$ cat src/rtl/alu_issue_if.sv
// Bundle of the command, ALU-drive and result signals around alu_issue_stage.
// master is the issue stage's own view; slave is the view of the surrounding logic.
interface alu_issue_if #(
  parameter int WIDTH = 32,
  parameter int DEPTH = 4
);
  localparam int CNT_W = $clog2(DEPTH) + 1;

  // Command side
  logic             in_valid;
  logic             in_ready;
  logic [2:0]       in_op;
  logic [WIDTH-1:0] in_a;
  logic [WIDTH-1:0] in_b;
  logic             in_acc;

  // ALU side
  logic [2:0]       alu_op;
  logic [WIDTH-1:0] alu_a;
  logic [WIDTH-1:0] alu_b;
  logic [WIDTH-1:0] alu_y;

  // Result side and status
  logic             out_valid;
  logic             out_ready;
  logic [WIDTH-1:0] out_y;
  logic [2:0]       out_op;
  logic [WIDTH-1:0] acc;
  logic [CNT_W-1:0] fifo_count;

  modport master (
    input  in_valid, in_op, in_a, in_b, in_acc, alu_y, out_ready,
    output in_ready, alu_op, alu_a, alu_b, out_valid, out_y, out_op, acc, fifo_count
  );

  modport slave (
    output in_valid, in_op, in_a, in_b, in_acc, alu_y, out_ready,
    input  in_ready, alu_op, alu_a, alu_b, out_valid, out_y, out_op, acc, fifo_count
  );
endinterface

$ cat src/rtl/alu_issue_stage.sv
// Command FIFO feeding a combinational ALU, with a registered result and an
// accumulator that lets a command take the previous result as its A operand.
module alu_issue_stage #(
  parameter int WIDTH = 32,
  parameter int DEPTH = 4
) (
  input  logic         clk,
  input  logic         reset,
  alu_issue_if.master  bus
);

  localparam int PTR_W = $clog2(DEPTH);
  localparam int CNT_W = PTR_W + 1;

  typedef struct packed {
    logic [2:0]       op;
    logic [WIDTH-1:0] a;
    logic [WIDTH-1:0] b;
    logic             use_acc;
  } cmd_t;

  // Command storage
  cmd_t             mem_q [DEPTH];
  cmd_t             wr_cmd;
  cmd_t             head;

  logic [PTR_W-1:0] wr_ptr_q, wr_ptr_d;
  logic [PTR_W-1:0] rd_ptr_q, rd_ptr_d;
  logic [CNT_W-1:0] count_q,  count_d;

  // Result register and accumulator
  logic             out_valid_q, out_valid_d;
  logic [WIDTH-1:0] out_y_q,     out_y_d;
  logic [2:0]       out_op_q,    out_op_d;
  logic [WIDTH-1:0] acc_q,       acc_d;

  logic             fifo_empty;
  logic             in_ready;
  logic             push;
  logic             pop;

  // Handshake decode. in_ready deliberately ignores a same-cycle pop.
  always_comb begin
    fifo_empty = (count_q == '0);
    in_ready   = (count_q < CNT_W'(DEPTH));
    push       = bus.in_valid && in_ready;
    pop        = !fifo_empty && (!out_valid_q || bus.out_ready);
    head       = mem_q[rd_ptr_q];
    wr_cmd     = '{op: bus.in_op, a: bus.in_a, b: bus.in_b, use_acc: bus.in_acc};
  end

  // ALU operand drive; an empty FIFO presents all zeros.
  always_comb begin
    // NOTE: every always_comb output gets a default first so no path can infer a latch.
    bus.alu_op = 3'b000;
    bus.alu_a  = '0;
    bus.alu_b  = '0;
    if (!fifo_empty) begin
      bus.alu_op = head.op;
      bus.alu_b  = head.b;
      bus.alu_a  = head.use_acc ? acc_q : head.a;
    end
  end

  // Pointer and occupancy next state
  always_comb begin
    wr_ptr_d = wr_ptr_q;
    rd_ptr_d = rd_ptr_q;
    count_d  = count_q;
    if (push) begin
      wr_ptr_d = wr_ptr_q + PTR_W'(1);
    end
    if (pop) begin
      rd_ptr_d = rd_ptr_q + PTR_W'(1);
    end
    case ({push, pop})
      2'b10:   count_d = count_q + CNT_W'(1);
      2'b01:   count_d = count_q - CNT_W'(1);
      default: count_d = count_q;
    endcase
  end

  // Result register: an issue overwrites, a bare consume only drops valid.
  always_comb begin
    out_valid_d = out_valid_q;
    out_y_d     = out_y_q;
    out_op_d    = out_op_q;
    acc_d       = acc_q;
    if (pop) begin
      out_valid_d = 1'b1;
      out_y_d     = bus.alu_y;
      out_op_d    = head.op;
      acc_d       = bus.alu_y;
    end else if (out_valid_q && bus.out_ready) begin
      out_valid_d = 1'b0;
    end
  end

  always_ff @(posedge clk) begin
    // NOTE: sequential state uses non-blocking assignments so every flop samples pre-edge values.
    if (reset) begin
      wr_ptr_q    <= '0;
      rd_ptr_q    <= '0;
      count_q     <= '0;
      out_valid_q <= 1'b0;
      out_y_q     <= '0;
      out_op_q    <= 3'b000;
      acc_q       <= '0;
    end else begin
      wr_ptr_q    <= wr_ptr_d;
      rd_ptr_q    <= rd_ptr_d;
      count_q     <= count_d;
      out_valid_q <= out_valid_d;
      out_y_q     <= out_y_d;
      out_op_q    <= out_op_d;
      acc_q       <= acc_d;
    end
  end

  // NOTE: the storage array has no reset; stale entries are unreachable once the pointers clear.
  always_ff @(posedge clk) begin
    if (push && !reset) begin
      mem_q[wr_ptr_q] <= wr_cmd;
    end
  end

  assign bus.in_ready   = in_ready;
  assign bus.out_valid  = out_valid_q;
  assign bus.out_y      = out_y_q;
  assign bus.out_op     = out_op_q;
  assign bus.acc        = acc_q;
  assign bus.fifo_count = count_q;

endmodule

$ cat src/flat_wrapper.sv
// flat-port wrapper written by rule: the top's interface ports become plain ports
module alu_issue_stage_flat 
#(
  parameter int WIDTH = 32,
  parameter int DEPTH = 4
)
  (clk, reset, bus_in_valid, bus_in_op, bus_in_a, bus_in_b, bus_in_acc, bus_alu_y, bus_out_ready, bus_in_ready, bus_alu_op, bus_alu_a, bus_alu_b, bus_out_valid, bus_out_y, bus_out_op, bus_acc, bus_fifo_count);
  alu_issue_if #(.WIDTH(WIDTH), .DEPTH(DEPTH)) bus_i ();
  input  logic clk;
  input  logic reset;
  input wire logic [$bits(bus_i.in_valid)-1:0] bus_in_valid;
  input wire logic [$bits(bus_i.in_op)-1:0] bus_in_op;
  input wire logic [$bits(bus_i.in_a)-1:0] bus_in_a;
  input wire logic [$bits(bus_i.in_b)-1:0] bus_in_b;
  input wire logic [$bits(bus_i.in_acc)-1:0] bus_in_acc;
  input wire logic [$bits(bus_i.alu_y)-1:0] bus_alu_y;
  input wire logic [$bits(bus_i.out_ready)-1:0] bus_out_ready;
  output wire logic [$bits(bus_i.in_ready)-1:0] bus_in_ready;
  output wire logic [$bits(bus_i.alu_op)-1:0] bus_alu_op;
  output wire logic [$bits(bus_i.alu_a)-1:0] bus_alu_a;
  output wire logic [$bits(bus_i.alu_b)-1:0] bus_alu_b;
  output wire logic [$bits(bus_i.out_valid)-1:0] bus_out_valid;
  output wire logic [$bits(bus_i.out_y)-1:0] bus_out_y;
  output wire logic [$bits(bus_i.out_op)-1:0] bus_out_op;
  output wire logic [$bits(bus_i.acc)-1:0] bus_acc;
  output wire logic [$bits(bus_i.fifo_count)-1:0] bus_fifo_count;
  assign bus_i.in_valid = bus_in_valid;
  assign bus_i.in_op = bus_in_op;
  assign bus_i.in_a = bus_in_a;
  assign bus_i.in_b = bus_in_b;
  assign bus_i.in_acc = bus_in_acc;
  assign bus_i.alu_y = bus_alu_y;
  assign bus_i.out_ready = bus_out_ready;
  assign bus_in_ready = bus_i.in_ready;
  assign bus_alu_op = bus_i.alu_op;
  assign bus_alu_a = bus_i.alu_a;
  assign bus_alu_b = bus_i.alu_b;
  assign bus_out_valid = bus_i.out_valid;
  assign bus_out_y = bus_i.out_y;
  assign bus_out_op = bus_i.out_op;
  assign bus_acc = bus_i.acc;
  assign bus_fifo_count = bus_i.fifo_count;
  alu_issue_stage #(.WIDTH(WIDTH), .DEPTH(DEPTH)) u_core (.clk(clk), .reset(reset), .bus(bus_i));
endmodule
$ cat config.mk
export PLATFORM = sky130hd
export DESIGN_NAME = alu_issue_stage_flat
export DESIGN_NICKNAME = d
export VERILOG_FILES = /design/src/rtl/alu_issue_if.sv /design/src/rtl/alu_issue_stage.sv /design/src/flat_wrapper.sv
export SDC_FILE = /design/constraint.sdc
export NUM_CORES = 1
export LEC_CHECK = 0
export ABC_CLOCK_PERIOD_IN_PS = 2900
export BUFFER_PORTS_ARGS = -buffer_cell sky130_fd_sc_hd__buf_2
export CORE_ASPECT_RATIO = 1.1
export CORE_UTILIZATION = 50
export DETAILED_ROUTE_END_ITERATION = 8
export PLACE_DENSITY_LB_ADDON = 0.1
export RECOVER_POWER = 25
export SLEW_MARGIN = 20
export SYNTH_ARGS = -nofsm -noshare
export SYNTH_HDL_FRONTEND = slang
export SYNTH_SLANG_ARGS = --single-unit
export TNS_END_PERCENT = 50
$ cat constraint.sdc
create_clock -name clk -period 2.9 [get_ports clk]
set_input_delay 0.29 -clock clk [delete_from_list [all_inputs] [get_ports clk]]
set_output_delay 0.29 -clock clk [all_outputs]
set_load 0.05 [all_outputs]
==> metrics.txt, run 1 <==
# TYPE chip_impl_metric gauge
chip_impl_info{name="status",value="completed"} 1
chip_impl_info{name="synthTopCellsByArea",value="sky130_fd_sc_hd__edfxtp_1, sky130_fd_sc_hd__mux4_2, sky130_fd_sc_hd__dfxtp_1"} 1
chip_impl_info{name="crit_end_category",value="output pin"} 1
chip_impl_metric{name="die_height",unit="um"} 168.4
chip_impl_info{name="critical_path_class",value="flop to output pin"} 1
chip_impl_metric{name="yosys_register_bits",unit=""} 317
chip_impl_metric{name="finalSetupViolCount",unit=""} 0
chip_impl_metric{name="clock_network_fraction_of_design_power",unit="%"} 25.5
chip_impl_metric{name="route.detailed.drc",unit=""} 0
chip_impl_metric{name="finalCritPeriodShare",unit="%"} 95.78
chip_impl_metric{name="cts_bufs_inserted",unit=""} 34
chip_impl_metric{name="synth_fa_ha_area_share",unit="%"} 0.6563
chip_impl_info{name="tritoncts",value="yes"} 1
chip_impl_metric{name="routed_wire_length_per_instance",unit="um"} 20.01
chip_impl_metric{name="synth_edf_count",unit=""} 272
chip_impl_metric{name="timing.critical_path.arrival",unit="ns"} 2.49
chip_impl_info{name="synth_top_cells_by_count",value="sky130_fd_sc_hd__edfxtp_1, sky130_fd_sc_hd__mux4_2, sky130_fd_sc_hd__dfxtp_1"} 1
chip_impl_metric{name="detail_route.iter0.violations",unit=""} 451
chip_impl_metric{name="max-cap-violations",unit=""} 0
chip_impl_metric{name="worstPathRequired",unit="ns"} 2.61
chip_impl_metric{name="cellInternalPower",unit="mW"} 10.00
chip_impl_metric{name="fin_total_pwr",unit="mW"} 16.79
chip_impl_metric{name="cts.htree.levels",unit=""} 2
chip_impl_metric{name="synth.cell_area",unit="sq um"} 12580
chip_impl_info{name="synth.largest_area_cell",value="sky130_fd_sc_hd__edfxtp_1"} 1
chip_impl_metric{name="layout-drive-gt1-share",unit="%"} 33.13
chip_impl_metric{name="finalNetCount",unit=""} 1090
chip_impl_metric{name="synth_fp_nets",unit=""} 826
chip_impl_metric{name="postSynthAreaPerCell",unit="sq um"} 17.57
chip_impl_metric{name="synthToLayoutAreaGrowth",unit="%"} 22.97
chip_impl_info{name="yosysMostFrequentCell",value="sky130_fd_sc_hd__edfxtp_1"} 1
chip_impl_metric{name="worstSkewPairLatency",unit="ns"} 0.50
chip_impl_metric{name="comb_power_share",unit="%"} 41.1
chip_impl_metric{name="vias",unit=""} 7149
chip_impl_metric{name="power.leakage",unit="nW"} 5.635
chip_impl_metric{name="routed_wirelength",unit="um"} 26320
chip_impl_metric{name="start_util",unit="%"} 51.26
chip_impl_metric{name="instances_no_fill",unit=""} 1315
chip_impl_metric{name="final_antenna_net_count",unit=""} 0
chip_impl_metric{name="final-max-slew-violation-count",unit=""} 0
chip_impl_metric{name="antenna_cells",unit=""} 0
chip_impl_metric{name="placement.cell_area",unit="sq um"} 13910
chip_impl_metric{name="sw_frac_of_total",unit="%"} 40.42
chip_impl_metric{name="worstMarginPinSlew",unit="ns"} 0.7318
chip_impl_metric{name="ys_async_sr_fraction",unit="%"} 0
chip_impl_metric{name="total_track_usage",unit="%"} 20.76
chip_impl_metric{name="vias_per_instance",unit=""} 5.437
chip_impl_metric{name="drtPass1Iterations",unit=""} 5
chip_impl_metric{name="synth-seq-area-share",unit="%"} 72.07
chip_impl_metric{name="floorplan.die.width",unit="um"} 153.3
chip_impl_metric{name="final-hold-violation-count",unit=""} 0
chip_impl_metric{name="post_synth_inst_count",unit=""} 716
chip_impl_info{name="synth_ff_type",value="sky130_fd_sc_hd__edfxtp_1"} 1
chip_impl_info{name="main_combinational_cell_family_by_area_after_synthesis",value="multiplexers"} 1
chip_impl_metric{name="nFillCells",unit=""} 1805
chip_impl_metric{name="wire_length_of_the_first_global_routing_pass",unit="um"} 40910
chip_impl_metric{name="grt_pass1_vias",unit=""} 7515
chip_impl_metric{name="place_hpwl",unit="um"} 15900
chip_impl_metric{name="multiplexer_share_of_the_synthesized_area",unit="%"} 14.72
chip_impl_metric{name="place.port_buffers",unit=""} 242
chip_impl_metric{name="finClkSkew",unit="ns"} 0.01201
chip_impl_metric{name="gp_routability_congestion",unit=""} 0.7422
chip_impl_metric{name="global_route.overflow_total",unit=""} 0
chip_impl_metric{name="yosys.area_share.xor_xnor",unit="%"} 0.2088
chip_impl_metric{name="finish.instance_area",unit="sq um"} 15470
chip_impl_metric{name="vdd_ir_drop_max",unit="mV"} 0.7831
chip_impl_metric{name="clock_path_buffers",unit=""} 3
chip_impl_metric{name="ys.warnings.count",unit=""} 0
chip_impl_info{name="clock-root-buffer",value="sky130_fd_sc_hd__clkbuf_16"} 1
chip_impl_info{name="setup.worst_path.start_class",value="flop"} 1
chip_impl_metric{name="boundaryPins",unit=""} 243
chip_impl_metric{name="pin_count_of_the_biggest_net_entering_global_routing",unit=""} 72
chip_impl_metric{name="period_minus_slack",unit="ns"} 2.778
chip_impl_metric{name="seq_power_share",unit="%"} 33.4
chip_impl_info{name="grt_setup_unrepaired",value="no"} 1
chip_impl_metric{name="switching_power",unit="mW"} 6.785
chip_impl_metric{name="proportion_of_netlist_area_held_by_the_largest_area_contributor",unit="%"} 64.91
chip_impl_metric{name="dieArea",unit="sq um"} 25810
chip_impl_metric{name="p_per_area",unit="nW/um^2"} 1085
chip_impl_metric{name="synth-simple-area-share",unit="%"} 4.952
chip_impl_metric{name="achievable-frequency",unit="MHz"} 360.0
chip_impl_metric{name="core_area",unit="sq um"} 24550
chip_impl_metric{name="post-place-cells",unit=""} 1204
chip_impl_metric{name="crit_fanout",unit=""} 32
chip_impl_info{name="hp-class",value="input port to flop"} 1
chip_impl_metric{name="synth_compound_gate_area_share",unit="%"} 3.202
chip_impl_metric{name="rows",unit=""} 60
chip_impl_metric{name="max-slew-margin-rel",unit="%"} 51.22
chip_impl_metric{name="clock_sink_count",unit=""} 317
chip_impl_metric{name="synth.distinct_cells",unit=""} 27
chip_impl_metric{name="cts.clk_slew.worst_paths",unit="ns"} 0.06
chip_impl_metric{name="antenna_violations_before_repair",unit=""} 0
==> metal layers <==
metal | global-route usage [%] | vias to the layer above | share of wire [%]
met2 | 35.81 | 244 | 51
li1 | - | 3275 | -
met4 | 5.929 | 0 | 1.7
met1 | 26.66 | 3589 | 41
met3 | 4.299 | 41 | 6.3
met5 | 0 | - | 0
==> final cells by class <==
class	count	area (sq um)	share of cell area (%)
multi-input cells	311	3009	19.45
flip-flops and latches	317	9076	58.66
clock inverters	13	133.9	0.8652
well taps	310	387.9	2.507
repair buffers	308	1849	11.95
clock buffers	48	987.2	6.380
inverters	8	30.03	0.1941
==> per-stage QoR <==
stage | utilization (%) | hold slack (ns) | setup TNS, ns | worst slack (ns)
finish | 63.03 | 0.04543 | 0 | 0.1224
global route | 63.03 | 0.02157 | 0 | 0.01250
CTS | 63.22 | 0.00005776 | 0 | 0.008974
detailed placement | 56.65 | 0.4718 | 0 | 0.5384
global placement | 56.65 | 0.4528 | 0 | 0.5718
floorplan | - | 0.3889 | -23.95 | -0.1761
==> logic make-up after synthesis <==
kind of cell               after synthesis
DFF                                    317
and+or+nand+nor                        122
muxes                                  100
buffers and inverters                   88
AOI/OAI and AO/OA                       80
adders and majority gates                6
xor gates and xnor gates                 3
==> state kept, by name, indices dropped and copies added, names as in the netlist, named ones only <==
name                   flops
u_core.bus.fifo_count      3
u_core.bus.out_op          3
u_core.bus.out_valid       1
u_core.bus.out_y          32
u_core.mem_q             272
u_core.rd_ptr_q            2
u_core.wr_ptr_q            2
==> worst paths after layout <==
kind                                               from  slack, ns  depth (start not counted)                           endpoint
setup / recovery           u_core.mem_q[3][0]$_DFFE_PP_       0.12                          4                      bus_alu_a[21]
hold reg to reg       u_core.bus.out_op[2]$_SDFFE_PP0N_       0.48                          2  u_core.bus.out_op[2]$_SDFFE_PP0N_
setup reg to reg  u_core.bus.fifo_count[2]$_SDFFE_PP0P_       0.67                          5      u_core.mem_q[2][50]$_DFFE_PP_
hold / removal                             bus_alu_y[5]       0.05                          3   u_core.bus.out_y[5]$_SDFFE_PP0N_
==> placed cells by master, fill, tap and decap left out, types with 2 or more instances in the layout <==
| cell type | Yosys | routed |
|---|---|---|
| sky130_fd_sc_hd__a21oi_1 | 42 | 42 |
| sky130_fd_sc_hd__and2_1 | 39 | 35 |
| sky130_fd_sc_hd__and2_4 | 0 | 4 |
| sky130_fd_sc_hd__buf_12 | 0 | 6 |
| sky130_fd_sc_hd__buf_2 | 8 | 193 |
| sky130_fd_sc_hd__buf_4 | 32 | 9 |
| sky130_fd_sc_hd__bufinv_16 | 0 | 3 |
| sky130_fd_sc_hd__clkbuf_1 | 27 | 58 |
| sky130_fd_sc_hd__clkbuf_16 | 0 | 37 |
| sky130_fd_sc_hd__clkbuf_8 | 0 | 2 |
| sky130_fd_sc_hd__clkinv_1 | 0 | 5 |
| sky130_fd_sc_hd__clkinv_2 | 0 | 5 |
| sky130_fd_sc_hd__dfxtp_1 | 45 | 43 |
| sky130_fd_sc_hd__dfxtp_4 | 0 | 2 |
| sky130_fd_sc_hd__dlygate4sd3_1 | 0 | 50 |
| sky130_fd_sc_hd__edfxtp_1 | 272 | 272 |
| sky130_fd_sc_hd__ha_1 | 5 | 5 |
| sky130_fd_sc_hd__inv_1 | 8 | 8 |
| sky130_fd_sc_hd__mux2i_1 | 32 | 32 |
| sky130_fd_sc_hd__mux4_2 | 68 | 67 |
| sky130_fd_sc_hd__nand2_1 | 2 | 2 |
| sky130_fd_sc_hd__nand3_1 | 36 | 36 |
| sky130_fd_sc_hd__nor2_1 | 38 | 38 |
| sky130_fd_sc_hd__o21ai_0 | 12 | 12 |
| sky130_fd_sc_hd__o21ai_1 | 25 | 25 |
| sky130_fd_sc_hd__xor2_1 | 2 | 2 |
==> what timing repair did <==
| item | CTS | global route |
|---|---|---|
| endpoints found under the hold margin | 192 | 1 |
| setup buffers | 0 | 0 |
| hold buffers | 49 | 1 |
| setup endpoints to repair | 0 | 32 |
| resized for setup | 0 | 2 |
==> power by group through the flow <==
stage,clock [mW],sequential (mW),combinational [mW]
final,4.27,5.61,6.91
after global routing,4.55,5.65,7.31
after CTS,4.38,5.61,7.00
after detailed placement,0,5.70,6.93
after global placement,0,5.67,6.87
after floorplan,0,6.20,5.03
==> worst max-delay path, cell delays in order, from the launching register on <==
cell,delay (ns)
sky130_fd_sc_hd__edfxtp_1,0.38
sky130_fd_sc_hd__mux4_4,0.97
sky130_fd_sc_hd__mux2i_1,0.21
sky130_fd_sc_hd__nor2_1,0.14
sky130_fd_sc_hd__buf_2,0.28
(Power assumes the default switching activity.)
==> inputs of run 2 (changes only) <==
--- a/config.mk
+++ b/config.mk
@@ -8,6 +8,7 @@
 export ABC_CLOCK_PERIOD_IN_PS = 2900
 export BUFFER_PORTS_ARGS = -buffer_cell sky130_fd_sc_hd__buf_2
 export CORE_ASPECT_RATIO = 1.1
+export CORE_MARGIN = 2
 export CORE_UTILIZATION = 50
 export DETAILED_ROUTE_END_ITERATION = 8
 export PLACE_DENSITY_LB_ADDON = 0.1
==> metrics.txt, run 2 (synthesis gave the netlist of run 1 again) <==
# TYPE chip_impl_metric gauge
chip_impl_info{name="final_common_cell",value="sky130_fd_sc_hd__edfxtp_1"} 1
chip_impl_metric{name="clock_path_buffers",unit=""} 3
chip_impl_metric{name="vias_per_instance",unit=""} 5.456
chip_impl_info{name="hp-class",value="input port to flop"} 1
chip_impl_metric{name="cts.htree.levels",unit=""} 2
chip_impl_metric{name="global_route.overflow_total",unit=""} 0
chip_impl_metric{name="timing.final.ws_setup",unit="ns"} 0.1426
chip_impl_metric{name="timing.critical_path.arrival",unit="ns"} 2.47
chip_impl_metric{name="floorplan.die.width",unit="um"} 155.3
chip_impl_metric{name="drtPass1Iterations",unit=""} 5
chip_impl_metric{name="finalNetCount",unit=""} 1106
chip_impl_metric{name="worstMarginPinSlew",unit="ns"} 0.9003
chip_impl_metric{name="tns",unit="ns"} 0
chip_impl_metric{name="final-seq-area",unit="sq um"} 9076
chip_impl_metric{name="finClkSkew",unit="ns"} 0.01868
chip_impl_info{name="clock-root-buffer",value="sky130_fd_sc_hd__clkbuf_16"} 1
chip_impl_metric{name="rows",unit=""} 60
chip_impl_metric{name="final-hold-violation-count",unit=""} 0
chip_impl_metric{name="core_area",unit="sq um"} 24620
chip_impl_info{name="mostFrequentLayoutCells",value="sky130_fd_sc_hd__edfxtp_1, sky130_fd_sc_hd__buf_2, sky130_fd_sc_hd__mux4_2"} 1
chip_impl_metric{name="max-cap-violations",unit=""} 0
chip_impl_metric{name="instances_no_fill",unit=""} 1333
chip_impl_metric{name="placement.cell_area",unit="sq um"} 13990
chip_impl_info{name="status",value="completed"} 1
chip_impl_info{name="crit_end_category",value="output pin"} 1
chip_impl_metric{name="vias",unit=""} 7273
chip_impl_metric{name="period_minus_slack",unit="ns"} 2.757
chip_impl_metric{name="max-slew-margin-rel",unit="%"} 39.98
chip_impl_metric{name="p_per_area",unit="nW/um^2"} 1086
chip_impl_metric{name="finish.instance_area",unit="sq um"} 15770
chip_impl_metric{name="worstPathRequired",unit="ns"} 2.61
chip_impl_metric{name="place.port_buffers",unit=""} 242
chip_impl_metric{name="cts_bufs_inserted",unit=""} 34
chip_impl_metric{name="routed_wire_length_per_instance",unit="um"} 20.21
chip_impl_metric{name="wire_length_of_the_first_global_routing_pass",unit="um"} 41960
chip_impl_metric{name="final_antenna_net_count",unit=""} 0
chip_impl_metric{name="grt_pass1_vias",unit=""} 7768
chip_impl_metric{name="largest_reg_flops",unit=""} 272
chip_impl_metric{name="synthToLayoutAreaGrowth",unit="%"} 25.30
chip_impl_metric{name="finalHoldWorstSlack",unit="ns"} 0.03762
chip_impl_metric{name="total_track_usage",unit="%"} 20.69
chip_impl_metric{name="final-max-slew-violation-count",unit=""} 0
chip_impl_metric{name="vdd_ir_drop_max",unit="mV"} 0.7549
chip_impl_metric{name="finalCritPeriodShare",unit="%"} 95.08
chip_impl_info{name="grt_setup_unrepaired",value="no"} 1
chip_impl_metric{name="die_height",unit="um"} 170.4
chip_impl_metric{name="post-place-cells",unit=""} 1206
chip_impl_metric{name="area_of_combinational_cells_with_multiple_inputs",unit="sq um"} 3014
chip_impl_metric{name="postLayoutCoreUtil",unit="%"} 64.03
chip_impl_info{name="critical_path_class",value="flop to output pin"} 1
chip_impl_metric{name="nFillCells",unit=""} 1800
chip_impl_metric{name="finalSetupViolCount",unit=""} 0
chip_impl_info{name="tritoncts",value="yes"} 1
chip_impl_metric{name="achievable-frequency",unit="MHz"} 362.7
chip_impl_metric{name="place_hpwl",unit="um"} 16340
chip_impl_metric{name="crit_fanout",unit=""} 34
chip_impl_info{name="largest-register",value="u_core.mem_q"} 1
chip_impl_metric{name="post-place-ws",unit="ns"} 0.6506
chip_impl_info{name="setup.worst_path.start_class",value="flop"} 1
chip_impl_metric{name="worstSkewPairLatency",unit="ns"} 0.51
chip_impl_metric{name="cts.clk_slew.worst_paths",unit="ns"} 0.06
chip_impl_metric{name="start_util",unit="%"} 51.10
chip_impl_metric{name="route.detailed.drc",unit=""} 0
chip_impl_metric{name="detail_route.iter0.violations",unit=""} 434
chip_impl_metric{name="antenna_violations_before_repair",unit=""} 2
chip_impl_metric{name="clock_sink_count",unit=""} 317
chip_impl_metric{name="fin_total_pwr",unit="mW"} 17.13
chip_impl_metric{name="dieArea",unit="sq um"} 26450
chip_impl_metric{name="pin_count_of_the_biggest_net_entering_global_routing",unit=""} 72
chip_impl_metric{name="boundaryPins",unit=""} 243
chip_impl_metric{name="layout-drive-gt1-share",unit="%"} 33.56
chip_impl_metric{name="routed_wirelength",unit="um"} 26940
chip_impl_metric{name="gp_routability_congestion",unit=""} 0.7590
chip_impl_metric{name="power.leakage",unit="nW"} 5.760
[run 2: worst paths after layout]
path                                    startpoint                           endpoint  slack (ns)  cells past startpoint
min                                  bus_alu_y[30]  u_core.bus.out_y[30]$_SDFFE_PP0N_        0.04                      3
max reg2reg  u_core.bus.fifo_count[2]$_SDFFE_PP0P_      u_core.mem_q[3][44]$_DFFE_PP_        0.72                      5
min reg2reg        u_core.rd_ptr_q[1]$_SDFFE_PP0N_                               flop        0.49                      2
max          u_core.bus.fifo_count[2]$_SDFFE_PP0P_                       bus_alu_b[6]        0.14                      4
[run 2: layout make-up]
class	instances	area share, %
Sequential cell	317	57.57
Clock inverter	21	1.587
Inverter	8	0.1905
Timing Repair Buffer	324	13.10
Antenna cell	1	0.01587
Multi-Input combinational cell	311	19.12
Clock buffer	41	5.960
Tap cell	310	2.460
[run 2: timing repair]
action / in CTS / in global routing
endpoints found under the hold margin: 243 / 4
resized for setup: 0 / 0
hold buffers: 63 / 1
setup buffers: 0 / 0
[run 2: worst max-delay path, stage by stage, from the launching register on]
cell	delay, ns
sky130_fd_sc_hd__dfxtp_1	0.38
sky130_fd_sc_hd__or3_2	0.88
sky130_fd_sc_hd__buf_12	0.32
sky130_fd_sc_hd__and2_1	0.15
sky130_fd_sc_hd__buf_2	0.21
[run 2: power by group]
part / switching, mW / internal [mW]
clock network: 1.72 / 2.78
registers: 0.260 / 5.38
logic: 4.95 / 2.05
total: 6.93 / 10.2
[run 2: routing by layer]
metal	track usage [%]	vias to the layer above	wire, um
met5	0	-	13
met2	35.36	263	13690
met4	5.784	2	439
met3	4.711	33	1693
li1	-	3307	-
met1	26.91	3668	11100
==> inputs of run 3 (changes only) <==
--- a/config.mk
+++ b/config.mk
@@ -5,11 +5,12 @@
 export SDC_FILE = /design/constraint.sdc
 export NUM_CORES = 1
 export LEC_CHECK = 0
+export ABC_AREA = 1
 export ABC_CLOCK_PERIOD_IN_PS = 2900
 export BUFFER_PORTS_ARGS = -buffer_cell sky130_fd_sc_hd__buf_2
 export CORE_ASPECT_RATIO = 1.1
 export CORE_MARGIN = 2
-export CORE_UTILIZATION = 50
+export CORE_UTILIZATION = 51
 export DETAILED_ROUTE_END_ITERATION = 8
 export PLACE_DENSITY_LB_ADDON = 0.1
 export RECOVER_POWER = 25
==> metrics.txt, run 3 <==
# TYPE chip_impl_metric gauge
chip_impl_info{name="status",value="completed"} 1
chip_impl_metric{name="synth.distinct_cells",unit=""} 24
chip_impl_metric{name="worstPathRequired",unit="ns"} 2.61
chip_impl_info{name="synthTopCellsByArea",value="sky130_fd_sc_hd__edfxtp_1, sky130_fd_sc_hd__nor2_1, sky130_fd_sc_hd__dfxtp_1"} 1
chip_impl_metric{name="postLayoutCoreUtil",unit="%"} 62.91
chip_impl_info{name="crit_end_category",value="output pin"} 1
chip_impl_metric{name="start_util",unit="%"} 52.01
chip_impl_metric{name="gp_routability_congestion",unit=""} 0.8625
chip_impl_metric{name="total_track_usage",unit="%"} 23.87
chip_impl_metric{name="worstSkewPairLatency",unit="ns"} 0.51
chip_impl_metric{name="place.port_buffers",unit=""} 242
chip_impl_info{name="critical_path_class",value="flop to output pin"} 1
chip_impl_metric{name="synth_edf_count",unit=""} 272
chip_impl_info{name="hp-class",value="input port to flop"} 1
chip_impl_info{name="setup.worst_path.start_class",value="flop"} 1
chip_impl_info{name="yosysMostFrequentCell",value="sky130_fd_sc_hd__edfxtp_1"} 1
chip_impl_metric{name="synth.cell_area",unit="sq um"} 13640
chip_impl_metric{name="p_per_area",unit="nW/um^2"} 1221
chip_impl_metric{name="yosys_register_bits",unit=""} 317
chip_impl_metric{name="vias",unit=""} 9868
chip_impl_info{name="mostFrequentLayoutCells",value="sky130_fd_sc_hd__edfxtp_1, sky130_fd_sc_hd__nor2_1, sky130_fd_sc_hd__nand2_1"} 1
chip_impl_metric{name="timing.critical_path.arrival",unit="ns"} 2.40
chip_impl_metric{name="drtPass1Iterations",unit=""} 5
chip_impl_info{name="final_common_cell",value="sky130_fd_sc_hd__edfxtp_1"} 1
chip_impl_metric{name="postSynthAreaPerCell",unit="sq um"} 10.14
chip_impl_info{name="grt_setup_unrepaired",value="no"} 1
chip_impl_metric{name="period_minus_slack",unit="ns"} 2.690
chip_impl_metric{name="finalNetCount",unit=""} 1708
chip_impl_metric{name="final_antenna_net_count",unit=""} 0
chip_impl_info{name="synth.largest_area_cell",value="sky130_fd_sc_hd__edfxtp_1"} 1
chip_impl_metric{name="proportion_of_netlist_area_held_by_the_largest_area_contributor",unit="%"} 59.90
chip_impl_info{name="hold_end",value="u_core.bus.out_y[15]$_SDFFE_PP0N_"} 1
chip_impl_metric{name="place_hpwl",unit="um"} 20590
chip_impl_info{name="synth_top_cells_by_count",value="sky130_fd_sc_hd__edfxtp_1, sky130_fd_sc_hd__nor2_1, sky130_fd_sc_hd__nand2_1"} 1
chip_impl_metric{name="final-max-slew-violation-count",unit=""} 0
chip_impl_metric{name="cts.clk_slew.worst_paths",unit="ns"} 0.05
chip_impl_metric{name="cts_bufs_inserted",unit=""} 34
chip_impl_metric{name="synth-seq-area-share",unit="%"} 66.50
chip_impl_metric{name="finClkSkew",unit="ns"} 0.01969
chip_impl_info{name="tritoncts",value="yes"} 1
chip_impl_info{name="worst_hold_startpoint",value="bus_alu_y[15]"} 1
chip_impl_metric{name="grt_pass1_vias",unit=""} 9699
chip_impl_info{name="reg2reg_to",value="u_core.bus.fifo_count[2]$_SDFFE_PP0P_"} 1
chip_impl_metric{name="dieArea",unit="sq um"} 28060
chip_impl_info{name="clock-root-buffer",value="sky130_fd_sc_hd__clkbuf_16"} 1
chip_impl_info{name="synth_ff_type",value="sky130_fd_sc_hd__edfxtp_1"} 1
chip_impl_metric{name="rows",unit=""} 62
chip_impl_metric{name="global_route.overflow_total",unit=""} 0
chip_impl_metric{name="instances_no_fill",unit=""} 1977
chip_impl_metric{name="max-cap-violations",unit=""} 0
chip_impl_metric{name="r2r_setup_slack",unit="ns"} 0.67
chip_impl_metric{name="antenna_violations_before_repair",unit=""} 2
chip_impl_metric{name="finalHoldWorstSlack",unit="ns"} 0.03522
chip_impl_metric{name="cts.htree.levels",unit=""} 2
chip_impl_metric{name="worstMarginPinSlew",unit="ns"} 0.7007
chip_impl_metric{name="routed_wirelength",unit="um"} 33320
chip_impl_metric{name="ys_async_sr_fraction",unit="%"} 0
chip_impl_metric{name="crit_cells",unit=""} 5
chip_impl_metric{name="routed_wire_length_per_instance",unit="um"} 16.85
chip_impl_metric{name="die_height",unit="um"} 175.5
chip_impl_metric{name="power.leakage",unit="nW"} 7.080
chip_impl_metric{name="core_area",unit="sq um"} 26220
chip_impl_metric{name="vias_per_instance",unit=""} 4.991
chip_impl_metric{name="pin_count_of_the_biggest_net_entering_global_routing",unit=""} 69
chip_impl_metric{name="floorplan.die.width",unit="um"} 159.9
chip_impl_metric{name="ys.warnings.count",unit=""} 0
chip_impl_metric{name="max-slew-margin-rel",unit="%"} 53.29
chip_impl_info{name="worstReg2RegStart",value="u_core.bus.fifo_count[1]$_SDFFE_PP0P_"} 1
chip_impl_metric{name="worst_r2r_path_depth",unit=""} 13
chip_impl_metric{name="route.detailed.drc",unit=""} 0
chip_impl_metric{name="clock_sink_count",unit=""} 317
chip_impl_metric{name="post-place-cells",unit=""} 1860
chip_impl_info{name="largest-register",value="u_core.mem_q"} 1
chip_impl_metric{name="detail_route.iter0.violations",unit=""} 742
chip_impl_metric{name="finalSetupViolCount",unit=""} 0
chip_impl_metric{name="clock_path_buffers",unit=""} 3
chip_impl_metric{name="layout-drive-gt1-share",unit="%"} 17.08
chip_impl_metric{name="achievable-frequency",unit="MHz"} 371.8
chip_impl_metric{name="finalCritPeriodShare",unit="%"} 92.74
chip_impl_metric{name="cp_slowest_stage_delay",unit="ns"} 0.51
chip_impl_metric{name="largest_reg_flops",unit=""} 272
chip_impl_metric{name="synth_fp_nets",unit=""} 1455
chip_impl_info{name="crit_chain",value="inv_4 > buf_4 > o21ai_0 > a21oi_1 > buf_2"} 1
chip_impl_metric{name="number_of_buffers_and_inverters_on_the_critical_path",unit=""} 3
chip_impl_metric{name="wire_length_of_the_first_global_routing_pass",unit="um"} 52410
chip_impl_metric{name="post_synth_inst_count",unit=""} 1345
chip_impl_metric{name="crit_fanout",unit=""} 66
chip_impl_info{name="cpLargestDelayFamily",value="buffers and inverters"} 1
chip_impl_metric{name="vdd_ir_drop_max",unit="mV"} 0.9240
chip_impl_metric{name="synthToLayoutAreaGrowth",unit="%"} 20.96
chip_impl_metric{name="boundaryPins",unit=""} 243
chip_impl_info{name="cp_slowest_cell",value="sky130_fd_sc_hd__buf_4"} 1
chip_impl_metric{name="final-hold-violation-count",unit=""} 0
chip_impl_metric{name="hold-path-cell-count",unit=""} 3
==> run 3: changes by cell type after synthesis, sizes merged, moves of 6 or more <==
cell	delta
mux4	-68
inv	+151
nand3	+38
o21ai	+64
buf	+29
nand2	+238
nand3b	+32
nor2	+232
mux2i	-32
clkbuf	-6
and2	-39
==> run 3: layout make-up <==
cell class	instances	area (sq um)
antenna	3	7.507
timing repair buffer	320	1968
sequential	317	9076
fill	2256	9726
clock inverter	17	108.9
multi-input combinational	765	3383
inverter	160	604.3
clock buffer	43	905.9
tap	352	440.4
==> run 3: through the flow <==
stage               setup WS (ns)  cell area (sq um)  power [mW]  TNS (ns)
finish                     0.2105              16490       20.14         0
global route              0.02021              16490       21.25         0
CTS                        0.1034              16540       20.29         0
detailed placement         0.6436              14980       16.24         0
global placement           0.6502              14980       16.20         0
floorplan                 -0.3924              13650       13.87   -106.72
==> run 3: worst max-delay path by stage <==
stage	startpoint	to	slack [ns]
2_1_floorplan	u_core.bus.fifo_count[2]$_SDFFE_PP0P_	u_core.mem_q[0][0]$_DFFE_PP_	-0.39
3_3_place_gp	flop	bus_alu_a[7]	0.65
3_5_place_dp	flop	bus_alu_a[7]	0.64
4_1_cts	flop	bus_alu_a[7]	0.10
5_1_grt	flop	bus_alu_b[12]	0.02
6_report	flop	bus_alu_b[9]	0.21
==> run 3: logic make-up (layout without fill, tap and decap cells) <==
| kind of cell | Yosys count | count (layout) | synth area share, % |
|---|---|---|---|
| buffers and inverters | 263 | 540 | 8.946 |
| other | 0 | 3 | 0 |
| adders and majority gates | 6 | 6 | 0.6056 |
| and+or+nand+nor | 618 | 618 | 18.77 |
| DFF | 317 | 317 | 66.50 |
| AOI/OAI and AO/OA | 141 | 141 | 5.175 |
==> run 3: per-layer routing <==
layer / track usage [%] / vias up / wire length (um)
li1: - / 4855 / -
met1: 29.61 / 4614 / 13650
met2: 41.58 / 342 / 16350
met3: 5.714 / 57 / 2502
met4: 7.508 / 0 / 821
met5: 0 / - / 0
==> run 3: repair_timing <==
action	4_1_cts	5_1_grt
resized for setup	0	2
endpoints found under the setup margin	0	19
hold endpoints to repair	211	0
hold buffers	54	0
buffers inserted	0	0
==> run 3: worst reg2reg max path, delay by kind of cell, from the launching register on <==
| family | cells | cell delay, ns |
|---|---|---|
| and+or+nand+nor | 6 | 0.65 |
| buffers and inverters | 5 | 0.62 |
| adders and majority gates | 2 | 0.50 |
| DFF | 1 | 0.36 |
==> run 3: report_power, final <==
group | total [mW] | leakage [nW] | internal (mW) | switching (mW)
logic | 10.3 | 3.74 | 2.37 | 7.90
clock network | 3.97 | 0.495 | 2.30 | 1.67
registers | 5.89 | 2.84 | 5.45 | 0.444
total | 20.1 | 7.08 | 10.1 | 10.0
